===== src/rtl/bcd_to_binary_if.sv =====
// bcd_to_binary_if: start/BCD request and binary result bundle for bcd_to_binary
interface bcd_to_binary_if #(
    parameter int DECIMAL_DIGITS = 2,
    parameter int OUTPUT_WIDTH   = 7
);
    logic                          i_Start;
    logic [DECIMAL_DIGITS*4-1:0]   i_BCD;
    logic [OUTPUT_WIDTH-1:0]       o_Binary;
    logic                          o_DV;
    logic                          o_Busy;
    logic                          o_Invalid;
    logic                          o_Overflow;
    modport master (output i_Start, i_BCD, input o_Binary, o_DV, o_Busy, o_Invalid, o_Overflow);
    modport slave  (input i_Start, i_BCD, output o_Binary, o_DV, o_Busy, o_Invalid, o_Overflow);
endinterface


===== src/rtl/bcd_to_binary.sv =====
// bcd_to_binary: iterative BCD-to-binary converter, one digit per clock, MS digit first
module bcd_to_binary #(
    parameter int DECIMAL_DIGITS = 2,
    parameter int OUTPUT_WIDTH   = 7
) (
    input  logic           i_Clock,
    input  logic           i_Reset_n,
    bcd_to_binary_if.slave bus
);
    localparam int BW = DECIMAL_DIGITS * 4;
    localparam int AW = OUTPUT_WIDTH + 4;
    localparam int CW = DECIMAL_DIGITS > 1 ? $clog2(DECIMAL_DIGITS) : 1;
    localparam logic [AW-1:0] MAX_EXT = {4'b0, {OUTPUT_WIDTH{1'b1}}};

    typedef enum logic {IDLE, CONVERT} state_t;

    state_t                  state_q, state_d;
    logic [BW-1:0]           shift_q, shift_d;
    logic [OUTPUT_WIDTH-1:0] acc_q, acc_d;
    logic [CW-1:0]           cnt_q, cnt_d;
    logic                    inv_q, inv_d;
    logic                    ovf_q, ovf_d;
    logic [OUTPUT_WIDTH-1:0] binary_q, binary_d;
    logic                    dv_q, dv_d;
    logic                    busy_q, busy_d;
    logic                    invalid_q, invalid_d;
    logic                    overflow_q, overflow_d;

    logic [3:0]              digit;
    logic [AW-1:0]           acc_sum;
    logic                    acc_ovf;
    logic [OUTPUT_WIDTH-1:0] acc_sat;
    logic                    inv_next;
    logic                    ovf_next;

    // acc is held clamped, so acc*10+15 always fits in AW bits and a
    // clamped acc keeps overflowing on every later digit
    assign digit    = shift_q[BW-1 -: 4];
    assign acc_sum  = ({4'b0, acc_q} << 3) + ({4'b0, acc_q} << 1) + AW'(digit);
    assign acc_ovf  = acc_sum > MAX_EXT;
    assign acc_sat  = acc_ovf ? MAX_EXT[OUTPUT_WIDTH-1:0] : acc_sum[OUTPUT_WIDTH-1:0];
    assign inv_next = inv_q | (digit > 4'd9);
    assign ovf_next = ovf_q | acc_ovf;

    assign bus.o_Binary   = binary_q;
    assign bus.o_DV       = dv_q;
    assign bus.o_Busy     = busy_q;
    assign bus.o_Invalid  = invalid_q;
    assign bus.o_Overflow = overflow_q;

    // Next-state: capture request in IDLE, fold in one digit per cycle in CONVERT
    always_comb begin
        state_d    = state_q;
        shift_d    = shift_q;
        acc_d      = acc_q;
        cnt_d      = cnt_q;
        inv_d      = inv_q;
        ovf_d      = ovf_q;
        binary_d   = binary_q;
        dv_d       = 1'b0;
        busy_d     = busy_q;
        invalid_d  = invalid_q;
        overflow_d = overflow_q;
        if (state_q == IDLE) begin
            if (bus.i_Start) begin
                shift_d = bus.i_BCD;
                acc_d   = '0;
                cnt_d   = CW'(DECIMAL_DIGITS - 1);
                inv_d   = 1'b0;
                ovf_d   = 1'b0;
                busy_d  = 1'b1;
                state_d = CONVERT;
            end
        end else begin
            acc_d   = acc_sat;
            shift_d = shift_q << 4;
            inv_d   = inv_next;
            ovf_d   = ovf_next;
            cnt_d   = cnt_q - 1'b1;
            if (cnt_q == '0) begin
                binary_d   = acc_sat;
                invalid_d  = inv_next;
                overflow_d = ovf_next;
                dv_d       = 1'b1;
                busy_d     = 1'b0;
                state_d    = IDLE;
            end
        end
    end

    // State registers; reset aborts any conversion and zeroes all outputs
    always_ff @(posedge i_Clock or negedge i_Reset_n) begin
        if (!i_Reset_n) begin
            state_q    <= IDLE;
            shift_q    <= '0;
            acc_q      <= '0;
            cnt_q      <= '0;
            inv_q      <= 1'b0;
            ovf_q      <= 1'b0;
            binary_q   <= '0;
            dv_q       <= 1'b0;
            busy_q     <= 1'b0;
            invalid_q  <= 1'b0;
            overflow_q <= 1'b0;
        end else begin
            state_q    <= state_d;
            shift_q    <= shift_d;
            acc_q      <= acc_d;
            cnt_q      <= cnt_d;
            inv_q      <= inv_d;
            ovf_q      <= ovf_d;
            binary_q   <= binary_d;
            dv_q       <= dv_d;
            busy_q     <= busy_d;
            invalid_q  <= invalid_d;
            overflow_q <= overflow_d;
        end
    end
endmodule


===== src/flat_wrapper.sv =====
// flat-port wrapper written by rule: the top's interface ports become plain ports
module bcd_to_binary_flat 
#(
    parameter int DECIMAL_DIGITS = 2,
    parameter int OUTPUT_WIDTH   = 7
)
  (i_Clock, i_Reset_n, bus_i_Start, bus_i_BCD, bus_o_Binary, bus_o_DV, bus_o_Busy, bus_o_Invalid, bus_o_Overflow);
  bcd_to_binary_if #(.DECIMAL_DIGITS(DECIMAL_DIGITS), .OUTPUT_WIDTH(OUTPUT_WIDTH)) bus_i ();
  input  logic i_Clock;
  input  logic i_Reset_n;
  input wire logic [$bits(bus_i.i_Start)-1:0] bus_i_Start;
  input wire logic [$bits(bus_i.i_BCD)-1:0] bus_i_BCD;
  output wire logic [$bits(bus_i.o_Binary)-1:0] bus_o_Binary;
  output wire logic [$bits(bus_i.o_DV)-1:0] bus_o_DV;
  output wire logic [$bits(bus_i.o_Busy)-1:0] bus_o_Busy;
  output wire logic [$bits(bus_i.o_Invalid)-1:0] bus_o_Invalid;
  output wire logic [$bits(bus_i.o_Overflow)-1:0] bus_o_Overflow;
  assign bus_i.i_Start = bus_i_Start;
  assign bus_i.i_BCD = bus_i_BCD;
  assign bus_o_Binary = bus_i.o_Binary;
  assign bus_o_DV = bus_i.o_DV;
  assign bus_o_Busy = bus_i.o_Busy;
  assign bus_o_Invalid = bus_i.o_Invalid;
  assign bus_o_Overflow = bus_i.o_Overflow;
  bcd_to_binary #(.DECIMAL_DIGITS(DECIMAL_DIGITS), .OUTPUT_WIDTH(OUTPUT_WIDTH)) u_core (.i_Clock(i_Clock), .i_Reset_n(i_Reset_n), .bus(bus_i));
endmodule

===== config.mk =====
export PLATFORM = sky130hd
export DESIGN_NAME = bcd_to_binary_flat
export DESIGN_NICKNAME = d
export VERILOG_FILES = /design/src/rtl/bcd_to_binary_if.sv /design/src/rtl/bcd_to_binary.sv /design/src/flat_wrapper.sv
export SDC_FILE = /design/constraint.sdc
export NUM_CORES = 1
export LEC_CHECK = 0
export ABC_CLOCK_PERIOD_IN_PS = 2300
export CORE_UTILIZATION = 39
export CTS_CLUSTER_SIZE = 14
export DETAILED_ROUTE_END_ITERATION = 7
export PLACE_DENSITY = 0.65
export SLEW_MARGIN = 10
export SYNTH_ARGS = -nofsm -noshare
export SYNTH_HDL_FRONTEND = slang
export SYNTH_SLANG_ARGS = --single-unit

===== constraint.sdc =====
create_clock -name i_Clock -period 2.3 [get_ports i_Clock]
set_clock_uncertainty 0.1 [all_clocks]
set_input_delay 0.46 -clock i_Clock [delete_from_list [all_inputs] [get_ports i_Clock]]
set_output_delay 0.46 -clock i_Clock [all_outputs]
set_load 0.05 [all_outputs]

Word-level counts from Yosys, hierarchy flattened
Cells that the tools add are included.

Flip-flop bits (word level): 30. Input bits: 11. Output and inout port bits: 11. Word-level logic and storage cells: 40.

Add/subtract/negate cells: 3. Magnitude comparators: 2. Eq/ne operators: 1. Multiplexer cells: 17. Bitwise logic cells: 3. Reductions and logical operators: 3.

Operator list (number): $mux W7 (3); $mux W8 (2); $mux W1 (12); $add A10 B8 Y11 (1); $add A11 B4 Y11 (1); $gt A11 B7 Y1 const B (1); $gt A4 B4 Y1 const B (1); $reduce_and A2 Y1 (2); $ne A2 B2 Y1 const B (1); $or A1 B1 Y1 (2); $reduce_bool A2 Y1 (1); $not A1 Y1 (1); $sub A1 B1 Y1 const B (1).

Logic depth before layout (Yosys ltp)
Gate-level depths: netlist (run 1).

Depth after elaboration: 5. Depth in mapped cells: 9. Gate-level depth less buffers: 8.

Worst setup path after synthesis (run 1)
OpenSTA, ideal clock, no wires.

Path kind: reg2reg. From: register u_core.acc_q[0]. To: register u_core.acc_q[6]. Library setup time: 0.141 ns. Arrival: 2.186 ns. Required time: 2.059 ns. Slack: -0.128 ns. Cell stages (with the launch flop): 10. Path buffers: 1. Clock period less this slack: 2.428 ns. Path through: dfrtp_1 inv_1 fa_1 inv_1 fa_1 nand3_1 nand4_1 mux2i_2 buf_6 a31oi_1.

Word-level cells in the longest chain between the ends: 5.

RTL lines: start: declaration (line bcd_to_binary.sv:19) `logic [OUTPUT_WIDTH-1:0] acc_q, acc_d;`; start signal: assignment (line bcd_to_binary.sv:96) `acc_q <= '0;`; start signal: assignment (line bcd_to_binary.sv:108) `acc_q <= acc_d;`; $add A10 B8 Y11 * (line bcd_to_binary.sv:39) `assign acc_sum = ({4'b0, acc_q} << 3) + ({4'b0, acc_q} << 1) + AW'(digit);`; $add A11 B4 Y11 * (line bcd_to_binary.sv:39); $gt A11 B7 Y1 (line bcd_to_binary.sv:40) `assign acc_ovf = acc_sum > MAX_EXT;`; $mux W7 * (line bcd_to_binary.sv:41) `assign acc_sat = acc_ovf ? MAX_EXT[OUTPUT_WIDTH-1:0] : acc_sum[OUTPUT_WIDTH-1:0];`; $mux W7 * (line bcd_to_binary.sv:64) `if (state_q == IDLE) begin`.

Mark *: on every way between the ends. The rest lies on a longest branch, timed or not. A chain may end at the register's enable or synchronous reset.

Worst setup path in the final report (run 1)
From: register u_core.acc_q[1]. To: register u_core.binary_q[4], in the netlist u_core.bus.o_Binary[4].

Word-level cells in the longest chain between the ends: 4.

RTL lines: $add A10 B8 Y11 * (line bcd_to_binary.sv:39); $add A11 B4 Y11 * (line bcd_to_binary.sv:39); $gt A11 B7 Y1 (line bcd_to_binary.sv:40); $mux W7 * (line bcd_to_binary.sv:41); end signal: assignment (line bcd_to_binary.sv:112) `binary_q <= binary_d;`; end: declaration (line bcd_to_binary.sv:23) `logic [OUTPUT_WIDTH-1:0] binary_q, binary_d;`.

Marked as above.

==> run summary, run 1 <==
unrepaired setup endpoints after global routing - yes
FFs w/ async S/R, synth - 1.00
share of cells above drive strength 1 - 0.153
startpoint types - register
area grow syn2layout - 28.3%
Synth cell types - 24
fin crit period - 2.33 ns
placed cells - 216
slew at the pin closest to its max-slew limit - 0.504 ns
DR pass1 iterations - 4
Crit Path Max Fanout - 9
Critical Path AT - 2.38 ns
nets - 204
first-pass GRT wire length - 5.16 mm
num rows - 22
core area - 0.00372 mm2
initial antenna violation count - 0
post-synth top area cell - dfrtp_1
Primary FF master, synth - dfrtp_1
1st-iter DRT viols - 47
Synth Register Bits - 30
DP HPWL - 2.15 mm
cell mode on critical path - ha_1
# Max-Cap Violations - 0
TritonCTS Buffers - 5
Crit path largest cell delay - 0.43 ns
status - finished with violations
DRC viols - 0
CP Capture Type - register
flop-to-flop setup slack - -0.03 ns
clock root buffer - clkbuf_8
min-delay src - u_core.shift_q[3]
reg2reg start - u_core.acc_q[1]
# hold bufs at CTS - 0
vias in the first global route - 1167
io pins - 22
YS warnings - 0
Max Slew Vio Count - 0
clk sinks - 30
I/O Buffers - 21
hold depth - 2
relative slew slack - 0.663
via count - 1135
hold path endpoint - u_core.shift_q[7]
period utilisation layout - 1.01
sequential area share after synthesis - 0.493
critical path, cell by cell - ha_1, ha_1, fa_2, nand3_2, nand4_1, mux2i_4, buf_6, a31oi_1
WL final - 2.97 mm
violated checks - setup timing
GPL Wtd Cong - 0.832
worst r2r path cells - 8
clock slew at reported path FFs - 0.06 ns
CTS tree - done
WL/cell - 13.2 um
largest net degree at the start of global routing - 31
synth top area cells - dfrtp_1 49%, ha_1 11%, a31oi_1 6.2%
crit path kind - register to register
clk buf depth - 2
final setup margin - -0.0300 ns
die width - 64.5 um
die area - 0.00416 mm2
final number of hold-violating endpoints - 0
clock latency on the worst-skew pair - 0.28 ns
Hold WC Path Type - register to register
most common cell in the netlist - dfrtp_1
Diodes inserted - 0
syn_nets - 175
Reg-to-Reg End - u_core.bus.o_Binary[4]
H-tree levels - 2
Final ANT Viol Nets - 0
Post-synth top cells - 30 x dfrtp_1, 18 x nor2_1, 15 x a31oi_1
setup TNS - -0.344 ns
Top reg by flops - u_core.shift_q
max reg flops - 8
post-synth top area share - 0.493
CP Data Required Time - 2.35 ns
Post-Syn Area - 0.00152 mm2
Total Routing Usage GR - 0.165
Setup violations, final - 15
fmax - 429 MHz
Via density - 5.04
synthesized area per cell - 10.2 um2
Post-synth EDFFs - 0
chip height - 64.5 um
post-route insts no fill - 225
Slowest cell on crit path - dfrtp_1
grt ovf - 0
starting density of the core - 0.410
Post-Syn Instances - 149
what timing repair did:
item / in CTS / in global routing
pin swaps: 8 / 2
setup endpoints to repair: 16 / 16
buffers inserted: 2 / 1
endpoints found under the hold margin: 0 / 0
gates cloned: 0 / 0
gates resized for setup: 4 / 2
through the flow:
stage / setup slack [ns] / area, um2 / hold slack (ns) / util
after detailed placement: -0.0529 / 1830 / 0.372 / 0.493
after global routing: -0.121 / 1960 / 0.437 / 0.526
after global placement: 0.0239 / 1830 / 0.362 / 0.493
after CTS: -0.0441 / 1940 / 0.388 / 0.522
after floorplan: 0.0149 / 1560 / 0.0644 / -
final: -0.0300 / 1960 / 0.384 / 0.526
how the worst max path moves through the flow:
stage	to	cells past startpoint	slack (ns)	startpoint
after floorplan	u_core.acc_q[6]	9	0.01	u_core.acc_q[2]
after global placement	u_core.acc_q[3]	9	0.02	u_core.acc_q[2]
after detailed placement	u_core.acc_q[0]	9	-0.05	u_core.acc_q[2]
after CTS	u_core.acc_q[6]	9	-0.04	u_core.acc_q[2]
after global routing	u_core.acc_q[2]	8	-0.12	u_core.acc_q[2]
final	u_core.bus.o_Binary[4]	8	-0.03	u_core.acc_q[1]
routing by layer:
metal / global-route usage / part of all wire / vias up
met1: 0.191 / 0.44 / 523
li1: - / - / 573
met3: 0.0563 / 0.054 / 6
met4: 0.0667 / 0.022 / 0
met2: 0.278 / 0.49 / 33
met5: 0 / 0 / -
critical path: cells and delay by family, from the launching register on:
kind | cells | cell delay (ns)
AO/OA/AOI/OAI | 1 | 0.08
buffers and inverters | 1 | 0.16
adder cells (fa/ha/maj) | 3 | 0.99
multiplexers | 1 | 0.21
AND/OR/NAND/NOR | 2 | 0.23
flip-flops | 1 | 0.43
placed cells by master, fill, tap and decap left out, types with 2 or more instances in the layout:
cell / instances
a31oi_1: 14
xnor2_1: 3
buf_6: 2
buf_4: 7
ha_1: 11
nor2_1: 18
inv_2: 2
o21ai_0: 6
nand2_1: 8
a21oi_2: 3
clkdlybuf4s50_1: 21
a21oi_1: 11
dfrtp_1: 30
inv_1: 10
clkbuf_8: 6
nor3_1: 3
mux2i_1: 8
kinds of logic (layout without fill, tap and decap cells):
logic type	Yosys count	in the layout	share of synthesized area
compound gates	37	37	0.143
simple gates	34	34	0.0936
flops	30	30	0.493
buf+inv	21	49	0.0591
fa+ha+maj	15	15	0.133
mux	9	9	0.0616
xor+xnor	3	3	0.0172
layout make-up:
cell class | count | area (um2)
Fill cell | 335 | 1760
Timing Repair Buffer | 30 | 285
Sequential cell | 30 | 751
Multi-Input combinational cell | 98 | 728
Inverter | 13 | 48.8
Tap cell | 48 | 60.1
Clock buffer | 6 | 82.6
Power of run 1 is not shown: default switching activity piles up to over one toggle a cycle in this logic, so the estimate is an artifact.
==> inputs of run 2 (changes only) <==
GPL_ROUTABILITY_DRIVEN = 1   (was default)
==> results of run 2 <==
The final DEF is identical to that of run 1; final timing and power are the same.
Power of run 2 is left out for the same reason.
